<file path="src/rtl/rmw_mem_arbiter.sv">
// Two-requester arbiter in front of an internal scratch memory; byte-masked writes run as read-modify-write.
// Define ARB_RR_EN for round-robin tie-breaking; otherwise requester 0 always wins ties.
module rmw_mem_arbiter #(
    parameter int DEPTH = 8,
    parameter int AW    = 3,
    parameter int DW    = 32,
    parameter int NB    = DW / 8
) (
    input  logic          clk,
    input  logic          reset_n,
    input  logic          req0_valid,
    output logic          req0_ready,
    input  logic          req0_write,
    input  logic [AW-1:0] req0_addr,
    input  logic [DW-1:0] req0_wdata,
    input  logic [NB-1:0] req0_mask,
    input  logic          req1_valid,
    output logic          req1_ready,
    input  logic          req1_write,
    input  logic [AW-1:0] req1_addr,
    input  logic [DW-1:0] req1_wdata,
    input  logic [NB-1:0] req1_mask,
    output logic          rsp_valid,
    input  logic          rsp_ready,
    output logic          rsp_id,
    output logic [DW-1:0] rsp_rdata,
    output logic          busy,
    output logic [1:0]    dbg_state
);

    // Handshakes: a transfer happens on a cycle where valid and ready are both high.
    // ready never depends on anything but state and the valids; valid/data hold until accepted.
    typedef enum logic [1:0] {
        IDLE = 2'd0,
        RD   = 2'd1,
        WR   = 2'd2,
        RSP  = 2'd3
    } state_t;

    state_t        state_q, state_d;
    logic          id_q, id_d;
    logic          write_q, write_d;
    logic [AW-1:0] addr_q, addr_d;
    logic [DW-1:0] wdata_q, wdata_d;
    logic [NB-1:0] mask_q, mask_d;
    logic [DW-1:0] old_q, old_d;

    logic [DW-1:0] mem_q [DEPTH];
    logic          mem_we;
    logic [DW-1:0] bytemask;
    logic [DW-1:0] merged;
    logic          grant1;

`ifdef ARB_RR_EN
    logic ptr_q, ptr_d;

    always_comb grant1 = req1_valid & (~req0_valid | ptr_q);

    always_comb begin
        ptr_d = ptr_q;
        if (state_q == RSP && rsp_ready) begin
            ptr_d = ~id_q;
        end
    end

    always_ff @(posedge clk or negedge reset_n) begin
        if (!reset_n) begin
            ptr_q <= 1'b0;
        end else begin
            ptr_q <= ptr_d;
        end
    end
`else
    always_comb grant1 = req1_valid & ~req0_valid;
`endif

    always_comb begin
        for (int i = 0; i < NB; i++) begin
            bytemask[8*i +: 8] = {8{mask_q[i]}};
        end
        merged = (old_q & ~bytemask) | (wdata_q & bytemask);
    end

    always_comb begin
        state_d    = state_q;
        id_d       = id_q;
        write_d    = write_q;
        addr_d     = addr_q;
        wdata_d    = wdata_q;
        mask_d     = mask_q;
        old_d      = old_q;
        req0_ready = 1'b0;
        req1_ready = 1'b0;
        rsp_valid  = 1'b0;
        mem_we     = 1'b0;
        case (state_q)
            IDLE: begin
                if (req0_valid || req1_valid) begin
                    req0_ready = ~grant1;
                    req1_ready = grant1;
                    id_d       = grant1;
                    write_d    = grant1 ? req1_write : req0_write;
                    addr_d     = grant1 ? req1_addr  : req0_addr;
                    wdata_d    = grant1 ? req1_wdata : req0_wdata;
                    mask_d     = grant1 ? req1_mask  : req0_mask;
                    state_d    = RD;
                end
            end
            RD: begin
                old_d   = mem_q[addr_q];
                // An all-zero mask would rewrite the same word, so skip the write slot.
                state_d = (write_q && mask_q != '0) ? WR : RSP;
            end
            WR: begin
                mem_we  = 1'b1;
                state_d = RSP;
            end
            RSP: begin
                rsp_valid = 1'b1;
                if (rsp_ready) begin
                    state_d = IDLE;
                end
            end
            default: state_d = IDLE;
        endcase
    end

    always_ff @(posedge clk or negedge reset_n) begin
        if (!reset_n) begin
            state_q <= IDLE;
            id_q    <= 1'b0;
            write_q <= 1'b0;
            addr_q  <= '0;
            wdata_q <= '0;
            mask_q  <= '0;
            old_q   <= '0;
        end else begin
            state_q <= state_d;
            id_q    <= id_d;
            write_q <= write_d;
            addr_q  <= addr_d;
            wdata_q <= wdata_d;
            mask_q  <= mask_d;
            old_q   <= old_d;
        end
    end

    // Contents survive reset; the write is qualified by state, which reset forces to IDLE.
    always_ff @(posedge clk) begin
        if (mem_we) begin
            mem_q[addr_q] <= merged;
        end
    end

    assign rsp_id    = id_q;
    assign rsp_rdata = old_q;
    assign busy      = (state_q != IDLE);
    assign dbg_state = state_q;

endmodule
</file>
<file path="config.mk">
export PLATFORM = sky130hd
export DESIGN_NAME = rmw_mem_arbiter
export DESIGN_NICKNAME = d
export VERILOG_FILES = /design/src/rtl/rmw_mem_arbiter.sv
export SDC_FILE = /design/constraint.sdc
export NUM_CORES = 1
export LEC_CHECK = 0
export ABC_CLOCK_PERIOD_IN_PS = 3100
export CAP_MARGIN = 20
export CORE_MARGIN = 4
export CORE_UTILIZATION = 52
export DETAILED_ROUTE_END_ITERATION = 12
export HOLD_SLACK_MARGIN = 0.12
export PLACE_DENSITY = 0.81
export SLEW_MARGIN = 20
export SYNTH_ARGS = -nofsm -noshare
export SYNTH_HDL_FRONTEND = slang
export SYNTH_SLANG_ARGS = --single-unit
</file>
<file path="constraint.sdc">
create_clock -name clk -period 3.1 [get_ports clk]
set_input_delay 0.465 -clock clk [delete_from_list [all_inputs] [get_ports clk]]
set_output_delay 0.465 -clock clk [all_outputs]
set_load 0.005 [all_outputs]
</file>
Word-level counts from Yosys, hierarchy flattened
Memory sizes are Yosys's and may differ from the RTL's. A register that Yosys moved wholly into a read port is not among the register bits.
Index checks and enable logic that the tools add are counted.
Operators by class
  bitwise gates (word level): 7
  eq/ne operators: 5
  reduce and logical (&&, ||, !) cells: 8
  multiplexer cells: 16
Operators with widths (count)
  bitwise AND 32 bit: 2
  2-to-1 mux 32 bit: 1
  inverter 32 bit: 1
  bitwise OR 32 bit: 1
  2-to-1 mux 1 bit: 10
  one-hot mux 2 bit (4 select lines): 1
  == test 2 bit (second input constant): 2
  2-to-1 mux 2 bit: 2
  2-to-1 mux 4 bit: 1
  inequality test 2 bit (second input constant): 2
  AND reduction 2 bit: 2
  nonzero test 4 bit: 1
  2-to-1 mux 3 bit: 1
  == test 2 x 1 -> 1 bit (second input constant): 1
  zero test 2 bit: 1
  inverter 1 bit: 2
  nonzero test 2 bit: 1
  bitwise AND 1 bit: 1
  logical AND 1 bit: 1
  zero test 1 bit: 1
  logical OR 1 bit: 1
Word-level totals
  memories kept: 1
  output and inout port bits: 39
  flip-flop bits (word level): 43
  word-level logic and storage cells: 43
  bits in writable memories: 256
Memory list
  mem_q: depth 8, bits a word 32, rd ports 1, clocked after Yosys merged registers in 1, write ports 1, RTL line 48  | logic [DW-1:0] mem_q [DEPTH];

Logic depth before layout (Yosys ltp)
Gate-level depths: netlist of run 1.
  word-level depth: 5
  gate-level depth with buffers: 7

Worst setup path after synthesis of run 1
Ideal clock, no wire load.
  path type: flip-flop to flip-flop
  from: register state_q[0], in the netlist dbg_state[0]
  to: memory mem_q[0][0], enable pin
  clock period less this slack: 3.461 ns
  setup time: 0.461 ns
  cell stages (with the launch flop): 5
  slack: -0.361 ns
  data arrival time: 3.000 ns
  buffers on the path: 0
  path through: dfrtp_1 > inv_1 > ha_1 > nand2b_1 > nor3_1
Between the ends
  cells in the longest elaborated chain, start to end: 4
Ends and longest elaborated chain
  start, declared: RTL line 40  | state_t state_q, state_d;
  start signal, assigned: RTL line 138  | state_q <= state_d;
  == test 2 bit: RTL line 96  | case (state_q)
  2-to-1 mux 1 bit: RTL line 96
  2-to-1 mux 1 bit: RTL line 150  | if (mem_we) begin
  2-to-1 mux 1 bit (implied by the code): RTL line 151  | mem_q[addr_q] <= merged;
  end, declared: RTL line 48
No other way between the ends.

Worst setup path after layout of run 1
  from: register state_q[0], in the netlist dbg_state[0]
  to: output req0_ready
Between the ends
  cells in the longest elaborated chain, start to end: 2
Ends and longest elaborated chain
  zero test 2 bit: RTL line 96
  2-to-1 mux 1 bit: RTL line 96
  end, declared: RTL line 12  | output logic req0_ready,
No other way between the ends.

==> results of run 1 <==
flip-flops by register name (all words and copies together) (netlist names):
name,flops
rsp_id,1
mask_q,4
rsp_rdata,32
wdata_q,32
addr_q,3
mem_q,256
write_q,1
dbg_state,2
stage by stage:
stage,cells,util (%),total power [W]
finish,1323,64.1,0.0163
global route,1323,64.1,0.0172
CTS,1323,64.1,0.0164
detailed placement,1259,59.6,0.0123
global placement,1259,59.6,0.0121
floorplan,831,-,0.0105
worst min-delay path by stage:
| stage | to | slack (ns) | depth (start not counted) |
|---|---|---|---|
| detailed placement | wdata_q[0] | 0.47 | 2 |
| global route | wdata_q[6] | 0.50 | 2 |
| global placement | wdata_q[10] | 0.47 | 2 |
| CTS | wdata_q[0] | 0.49 | 2 |
| floorplan | addr_q[0] | 0.17 | 0 |
| finish | wdata_q[0] | 0.49 | 2 |
repair_timing:
action                     in CTS  in global routing
hold endpoints to repair       43                  0
hold buffers                    1                  0
setup endpoints to repair       0                  0
routing by layer:
| layer | part of all wire, % | wire [µm] | track usage, % | up-vias |
|---|---|---|---|---|
| met5 | 0 | 0 | 0 | - |
| met4 | 2.0 | 574 | 5.40 | 0 |
| met3 | 6.4 | 1870 | 3.43 | 49 |
| met2 | 51 | 14800 | 35.1 | 276 |
| met1 | 41 | 11800 | 27.2 | 3894 |
| li1 | - | - | - | 3480 |
cells in the mapped netlist, drive strengths merged (2+ instances only):
| cell | number | area share, % |
|---|---|---|
| dfrtp | 75 | 14 |
| a31oi | 32 | 1.5 |
| ha | 4 | 0.37 |
| mux2 | 33 | 2.8 |
| mux2i | 168 | 12 |
| edfxtp | 256 | 57 |
| o22a | 64 | 4.2 |
| nand2b | 5 | 0.23 |
| clkbuf | 26 | 0.84 |
| o21ai | 41 | 1.5 |
| inv | 3 | 0.084 |
| nor2b | 2 | 0.093 |
| and2 | 2 | 0.093 |
| nor3 | 3 | 0.11 |
| nor2 | 40 | 1.1 |
| buf | 28 | 2.1 |
| nand2 | 43 | 1.2 |
report_power, final:
part           total (W)  leakage (nW)  switching, W  internal (W)
Clock            0.00404         0.550       0.00160       0.00244
Combinational    0.00511          2.02       0.00285       0.00225
Sequential       0.00719          3.20      0.000682       0.00650
Total             0.0163          5.77       0.00514        0.0112
logic make-up after synthesis:
family / count (synthesis) / synth area share, %
mux: 201 / 15.2
fa+ha+maj: 4 / 0.372
simple gates: 96 / 2.89
buf+inv: 57 / 3.01
flops: 331 / 71.0
compound gates: 142 / 7.45
tightest hold or removal path, delay by kind of cell, from the launching register on:
| kind | cells | cell delay [ns] |
|---|---|---|
| flip-flops | 1 | 0.34 |
| AND/OR/NAND/NOR | 1 | 0.05 |
| AO/OA/AOI/OAI | 1 | 0.06 |
cell type report:
| type | instances | share of cell area, % |
|---|---|---|
| multi-input cells | 443 | 22.1 |
| well taps | 330 | 2.54 |
| clock inverters | 15 | 0.748 |
| clock buffers | 48 | 6.21 |
| flip-flops and latches | 331 | 59.0 |
| repair buffers | 153 | 9.36 |
| inverters | 3 | 0.0694 |
==> impl_metrics.env, run 1 <==
export IMPL_status="completed"
export IMPL_io_pins=124
export IMPL_syn_cell_area_um2=13500
export IMPL_num_vias=7699
export IMPL_maxCapViolCount=0
export IMPL_grt_pass1_vias=7914
export IMPL_leakagePower_nw=5.77
export IMPL_cts_buffer_depth=3
export IMPL_crit_family="buffers and inverters"
export IMPL_rsz0062_at_grt="no"
export IMPL_hp_class="reg2reg"
export IMPL_synth_seq_cells=331
export IMPL_placement_io_buffers=123
export IMPL_finalHoldViolations=0
export IMPL_initial_core_util_pct=53.2
export IMPL_r2r_end="mem_q[6][14]"
export IMPL_dpl_hpwl_mm=17.7
export IMPL_max_stage_delay_ns=0.50
export IMPL_ys_flop_type="edfxtp_1"
export IMPL_gp_congestion=0.777
export IMPL_cp_endpoint="req0_ready"
export IMPL_coreArea_um2=25300
export IMPL_dieArea_um2=28500
export IMPL_fin_crit_sh_pct=82.2
export IMPL_synth_async_reset_ratio_pct=22.7
export IMPL_final_cell_mix="edfxtp_1, mux2i_1, clkdlybuf4s50_1"
export IMPL_hold_slack_ns=0.485
export IMPL_clkTransAtPathRegs_ns=0.06
export IMPL_final_cell_area_um2=16200
export IMPL_synth_nets=920
export IMPL_cts_made_buffers=35
export IMPL_die_width_um=169
export IMPL_finalSetupTns_ns=0
export IMPL_clock_sinks=331
export IMPL_cp_data_required_time_ns=2.63
export IMPL_final_common_cell="edfxtp_1"
export IMPL_crit_cells=4
export IMPL_irDropWorstVdd_uv=657
export IMPL_pre_cts_ws_ns=0.680
export IMPL_synth_edf_count=256
export IMPL_fin_nets=1056
export IMPL_clk_latency_ns=0.50
export IMPL_setup_ws_ns=0.551
export IMPL_antenna_cells=0
export IMPL_fillers=1722
export IMPL_wire_per_inst_um=22.0
export IMPL_fin_crit_ns=2.55
export IMPL_drc=0
export IMPL_cp_cell_sequence="inv_1, ha_1, and2_1, clkdlybuf4s50_1"
export IMPL_layout_drive_gt1_share_pct=12.4
export IMPL_power_density_nw_per_um2=1010
export IMPL_reg2reg_slack_ns=1.00
export IMPL_avgSynthCellArea_um2=16.2
export IMPL_wirelength_mm=29.1
export IMPL_num_rows=58
export IMPL_seq_area_frac_synth_pct=71.0
export IMPL_cpMaxStageDelayCell="clkdlybuf4s50_1"
export IMPL_crit_type="reg2out"
export IMPL_cts_setup_buffers=0
export IMPL_startpoint="dbg_state[0]"
export IMPL_r2r_start="dbg_state[0]"
export IMPL_vias_per_cell=5.82
export IMPL_first_pass_iters=5
export IMPL_critPathMaxFanout=5
export IMPL_hp_start="wdata_q[0]"
export IMPL_setup_viol=0
export IMPL_cp_num_buf_inv=2
export IMPL_multi_input_area_um2=3580
export IMPL_htree_levels=2
export IMPL_synth_warnings=0
export IMPL_cts_tree="done"
export IMPL_seqCellArea_um2=9570
export IMPL_finalMaxSlewViolations=0
export IMPL_syn_inst=831
export IMPL_die_h_um=169
export IMPL_area_delta_synth_final_pct=20.5
export IMPL_gr_total_overflow=0
export IMPL_cts_resized=0
export IMPL_cts_root_buf="clkbuf_16"
export IMPL_antenna_found_initial=0
export IMPL_track_usage_pct=20.4
export IMPL_skew_ns=0.00993
export IMPL_max_freq_mhz=392
export IMPL_arrival_ns=2.08
export IMPL_grt_max_degree=83
export IMPL_place_area_um2=15100
export IMPL_ant_nets=0
export IMPL_reg2reg_depth=5
export IMPL_grt_pass1_wl_mm=44.8
export IMPL_start_kind="register"
export IMPL_endpoint_kind="output pin"
export IMPL_slew_headroom_pct=45.7
export IMPL_first_iter_violations=629
export IMPL_tightest_slew_ns=0.815
export IMPL_yosysUniqueCellTypes=30
Note: power is estimated with default switching activity, not from simulation.
==> inputs of run 2 (changes only) <==
--- a/config.mk
+++ b/config.mk
@@ -5,10 +5,10 @@
 export SDC_FILE = /design/constraint.sdc
 export NUM_CORES = 1
 export LEC_CHECK = 0
-export ABC_CLOCK_PERIOD_IN_PS = 3100
+export ABC_CLOCK_PERIOD_IN_PS = 2400
 export CAP_MARGIN = 20
 export CORE_MARGIN = 4
-export CORE_UTILIZATION = 52
+export CORE_UTILIZATION = 54
 export DETAILED_ROUTE_END_ITERATION = 12
 export HOLD_SLACK_MARGIN = 0.12
 export PLACE_DENSITY = 0.81
==> constraint.sdc (replaced) <==
create_clock -name clk -period 2.4 [get_ports clk]
set_input_delay 0.36 -clock clk [delete_from_list [all_inputs] [get_ports clk]]
set_output_delay 0.36 -clock clk [all_outputs]
set_load 0.005 [all_outputs]
==> run 2 against run 1 <==
  * Setup slack lost 0.47 ns
  * Power grew 31%
  * Wire length grew 0.99%
  * Register-to-register slack lost 0.61 ns
==> impl_metrics.env, run 2 (synthesized netlist as in run 1, its figures left out) <==
export IMPL_tightest_slew_ns=0.649
export IMPL_cp_data_required_time_ns=2.04
export IMPL_dpl_hpwl_mm=17.7
export IMPL_track_usage_pct=21.1
export IMPL_finalHoldViolations=0
export IMPL_cts_buffer_depth=3
export IMPL_cts_tree="done"
export IMPL_endpoint_kind="output pin"
export IMPL_die_h_um=166
export IMPL_skew_ns=0.0114
export IMPL_cpMaxStageDelayCell="clkdlybuf4s50_1"
export IMPL_gp_congestion=0.768
export IMPL_max_stage_delay_ns=0.51
export IMPL_cp_cell_sequence="inv_1, ha_4, and2_1, clkdlybuf4s50_1"
export IMPL_leakagePower_nw=5.84
export IMPL_vias_per_cell=5.79
export IMPL_fin_nets=1065
export IMPL_ant_nets=0
export IMPL_fin_crit_ns=2.32
export IMPL_fillers=1635
export IMPL_placed_cells=1263
export IMPL_htree_levels=2
export IMPL_clk_latency_ns=0.50
export IMPL_cp_num_buf_inv=2
export IMPL_p_total_w=0.0214
export IMPL_dieArea_um2=27500
export IMPL_cts_made_buffers=34
export IMPL_max_freq_mhz=431
export IMPL_num_vias=7681
export IMPL_drc=0
export IMPL_power_density_nw_per_um2=1310
export IMPL_largest_register_ff_count=256
export IMPL_io_pins=124
export IMPL_clkTransAtPathRegs_ns=0.06
export IMPL_coreArea_um2=24400
export IMPL_critPathMaxFanout=6
export IMPL_fin_crit_sh_pct=96.6
export IMPL_area_delta_synth_final_pct=21.5
export IMPL_num_rows=57
export IMPL_grt_pass1_wl_mm=45.6
export IMPL_hp_class="in2async"
export IMPL_cts_root_buf="clkbuf_16"
export IMPL_maxCapViolCount=0
export IMPL_wirelength_mm=29.4
export IMPL_placement_io_buffers=123
export IMPL_grt_max_degree=81
export IMPL_crit_family="buffers and inverters"
export IMPL_first_iter_violations=674
export IMPL_clock_sinks=331
export IMPL_antenna_cells=0
export IMPL_first_pass_iters=5
export IMPL_pre_cts_ws_ns=0.268
export IMPL_setup_ws_ns=0.0818
export IMPL_arrival_ns=1.96
export IMPL_final_cell_area_um2=16400
export IMPL_antenna_found_initial=0
export IMPL_status="completed"
export IMPL_wire_per_inst_um=22.1
export IMPL_final_cell_mix="edfxtp_1, mux2i_1, clkdlybuf4s50_1"
export IMPL_final_common_cell="edfxtp_1"
export IMPL_rsz0062_at_grt="no"
export IMPL_initial_core_util_pct=55.2
export IMPL_place_area_um2=15200
export IMPL_fin_cells=1326
export IMPL_start_kind="register"
export IMPL_grt_pass1_vias=7902
export IMPL_slew_headroom_pct=56.7
export IMPL_regMostFlops="mem_q"
export IMPL_irDropWorstVdd_uv=575
export IMPL_finalMaxSlewViolations=0
export IMPL_setup_viol=0
export IMPL_crit_type="reg2out"
export IMPL_gr_total_overflow=0
export IMPL_cts_setup_buffers=0
export IMPL_layout_drive_gt1_share_pct=13.7
export IMPL_die_width_um=166
-- run 2: final timing paths --
path,from,end,slack [ns],cells past startpoint
hold reg to reg,wdata_q[9],wdata_q[9],0.48,2
min in group clk,req0_wdata[9],wdata_q[9],0.48,3
setup reg to reg,dbg_state[0],mem_q[0][12],0.39,5
hold / removal,reset_n,addr_q[2],0.34,2
max in group asynchronous,reset_n,wdata_q[5],1.38,3
setup / recovery,dbg_state[1],req0_ready,0.08,4
-- run 2: cell type report --
type                       instances  area (µm²)  area share (%)
clock inverter                     9        98.8           0.604
tap                              324         405            2.48
inverter                           3        11.3          0.0688
sequential                       331        9570            58.5
clock buffer                      53        1050            6.39
timing repair buffer             163        1630            9.97
multi-input combinational        443        3600            22.0
-- run 2: routing by layer --
layer / global-route usage [%] / wire [µm] / vias up
met2: 35.8 / 14600 / 293
met1: 28.6 / 12100 / 3855
met5: 0 / 0 / -
li1: - / - / 3489
met4: 5.49 / 610 / 0
met3: 4.00 / 2010 / 44
-- run 2: stage by stage --
stage | hold slack [ns] | util [%] | setup TNS, ns
global placement | 0.334 | 62.3 | 0
CTS | 0.342 | 67.0 | 0
floorplan | 0.0644 | - | -34.32
global route | 0.369 | 67.1 | 0
finish | 0.341 | 67.1 | 0
detailed placement | 0.332 | 62.3 | 0
-- run 2: repair_timing --
| action | CTS | global route |
|---|---|---|
| endpoints found under the setup margin | 2 | 2 |
| cloned | 0 | 0 |
| resized for setup | 1 | 2 |
| hold buffers | 1 | 0 |
| endpoints found under the hold margin | 29 | 0 |
-- run 2: where the power goes --
part | internal (W) | total, W | switching, W | leakage, nW
registers | 0.00840 | 0.00929 | 0.000893 | 3.20
logic | 0.00302 | 0.00681 | 0.00379 | 2.08
clock network | 0.00322 | 0.00527 | 0.00205 | 0.558
total | 0.0146 | 0.0214 | 0.00673 | 5.84
==> inputs of run 3 (changes only) <==
--- a/config.mk
+++ b/config.mk
@@ -5,7 +5,7 @@
 export SDC_FILE = /design/constraint.sdc
 export NUM_CORES = 1
 export LEC_CHECK = 0
-export ABC_CLOCK_PERIOD_IN_PS = 2400
+export ABC_CLOCK_PERIOD_IN_PS = 2500
 export CAP_MARGIN = 20
 export CORE_MARGIN = 4
 export CORE_UTILIZATION = 54
==> constraint.sdc (replaced) <==
create_clock -name clk -period 2.5 [get_ports clk]
set_input_delay 0.375 -clock clk [delete_from_list [all_inputs] [get_ports clk]]
set_output_delay 0.375 -clock clk [all_outputs]
set_load 0.005 [all_outputs]
==> run 3 against run 2 <==
  * Via count down 0.53%
  * Die area did not move
  * Clock skew grew 0.0056 ns
  * Cell area is 0.86% lower
  * Clock power decreased by 7.2%
  * First-iteration DRC count shrank 3.0%
  * Register-to-register slack better by 0.10 ns
  * Critical path depth unchanged
  * Count of clock-buffer cells in the layout down 1
  * Sequential cell count unchanged
  * Cell count down 0.38%
  * Global-route usage decreased by 0.31 points
  * Critical endpoint unchanged
  * Highest routed layer unchanged
==> impl_metrics.env, run 3 (synthesized netlist as in run 1, its figures left out) <==
export IMPL_power_density_nw_per_um2=1240
export IMPL_endpoint_kind="output pin"
export IMPL_regMostFlops="mem_q"
export IMPL_cpMaxStageDelayCell="clkdlybuf4s50_1"
export IMPL_leakagePower_nw=5.78
export IMPL_cts_tree="done"
export IMPL_hp_class="in2async"
export IMPL_grt_pass1_wl_mm=45.3
export IMPL_grt_max_degree=81
export IMPL_coreArea_um2=24400
export IMPL_tightest_slew_ns=0.632
export IMPL_cts_made_buffers=34
export IMPL_reg2reg_slack_ns=0.49
export IMPL_clk_latency_ns=0.51
export IMPL_area_delta_synth_final_pct=20.4
export IMPL_maxCapViolCount=0
export IMPL_crit_type="reg2out"
export IMPL_place_area_um2=15100
export IMPL_rsz0062_at_grt="no"
export IMPL_pre_cts_ws_ns=0.364
export IMPL_track_usage_pct=20.8
export IMPL_first_iter_violations=654
export IMPL_fin_crit_ns=2.38
export IMPL_cts_buffer_depth=3
export IMPL_setup_ws_ns=0.124
export IMPL_gp_congestion=0.763
export IMPL_antenna_cells=0
export IMPL_antenna_found_initial=0
export IMPL_finalMaxSlewViolations=0
export IMPL_ant_nets=0
export IMPL_num_rows=57
export IMPL_start_kind="register"
export IMPL_status="completed"
export IMPL_cp_cell_sequence="inv_1, ha_2, and2_1, clkdlybuf4s50_1"
export IMPL_gr_total_overflow=0
export IMPL_grt_busiest_layer="met2"
export IMPL_largest_register_ff_count=256
export IMPL_num_vias=7640
export IMPL_placement_io_buffers=123
export IMPL_cp_data_required_time_ns=2.12
export IMPL_final_common_cell="edfxtp_1"
export IMPL_skew_ns=0.0170
export IMPL_met3_usage_pct=3.88
export IMPL_grt_pass1_vias=7964
export IMPL_clkTransAtPathRegs_ns=0.06
export IMPL_hold_slack_ns=0.416
export IMPL_cts_root_buf="clkbuf_16"
export IMPL_fin_nets=1060
export IMPL_met2_usage_pct=35.5
export IMPL_wirelength_mm=28.7
export IMPL_die_h_um=166
export IMPL_initial_core_util_pct=55.2
export IMPL_fin_crit_sh_pct=95.1
export IMPL_die_width_um=166
export IMPL_final_cell_mix="edfxtp_1, mux2i_1, clkdlybuf4s50_1"
export IMPL_drc=0
export IMPL_wire_per_inst_um=21.8
export IMPL_vias_per_cell=5.78
export IMPL_layout_drive_gt1_share_pct=12.7
export IMPL_dpl_hpwl_mm=17.5
export IMPL_critPathMaxFanout=5
export IMPL_placed_cells=1258
export IMPL_fin_cells=1321
export IMPL_dieArea_um2=27500
export IMPL_cts_setup_buffers=0
export IMPL_io_pins=124
export IMPL_final_cell_area_um2=16200
export IMPL_grt_util_met1_pct=27.8
export IMPL_irDropWorstVdd_uv=652
export IMPL_setup_viol=0
export IMPL_first_pass_iters=5
export IMPL_clock_sinks=331
export IMPL_max_stage_delay_ns=0.50
export IMPL_arrival_ns=2.00
export IMPL_slew_headroom_pct=57.9
export IMPL_max_freq_mhz=421
export IMPL_finalHoldViolations=0
export IMPL_htree_levels=2
-- run 3: area by class of cell --
cell class	instances	area, µm²
inverter	3	11.3
timing repair buffer	158	1560
fill	1649	8170
sequential	331	9570
clock inverter	10	97.6
multi-input combinational	443	3590
clock buffer	52	992
tap	324	405
-- run 3: worst paths after layout --
check,depth (start not counted),end,startpoint
max in group asynchronous,3,rsp_rdata[7],reset_n
worst max-delay path,4,req0_ready,dbg_state[0]
min in group clk,3,wdata_q[12],req0_wdata[12]
worst max register to register,5,mem_q[5][18],dbg_state[0]
worst min register to register,2,wdata_q[0],wdata_q[0]
worst min-delay path,2,wdata_q[22],reset_n
-- run 3: worst max-delay path: cells and delay by family (launching register included) --
family | cells | cell delay (ns)
adder cells (fa/ha/maj) | 1 | 0.26
buffers and inverters | 2 | 0.65
flip-flops | 1 | 0.43
AND/OR/NAND/NOR | 1 | 0.16
-- run 3: layer usage --
metal	vias to the layer above	routed length, µm
li1	3486	-
met1	3790	11600
met2	321	14400
met3	43	2180
met4	0	506
met5	-	0
-- run 3: report_power, final --
group | total, W | switching (W) | internal, W
registers | 0.00892 | 0.000851 | 0.00806
logic | 0.00636 | 0.00355 | 0.00281
clock network | 0.00489 | 0.00194 | 0.00295
total | 0.0202 | 0.00634 | 0.0138
-- run 3: repair_timing --
action | CTS | global route
resized for setup | 0 | 1
hold buffers | 1 | 0
endpoints found under the hold margin | 40 | 0
endpoints found under the setup margin | 0 | 2
-- run 3: through the flow --
stage | TNS [ns] | utilization [%] | total power [W]
6_report | 0 | 66.5 | 0.0202
5_1_grt | 0 | 66.5 | 0.0212
4_1_cts | 0 | 66.5 | 0.0203
3_5_place_dp | 0 | 62.0 | 0.0153
3_3_place_gp | 0 | 62.0 | 0.0151
2_1_floorplan | -15.29 | - | 0.0131
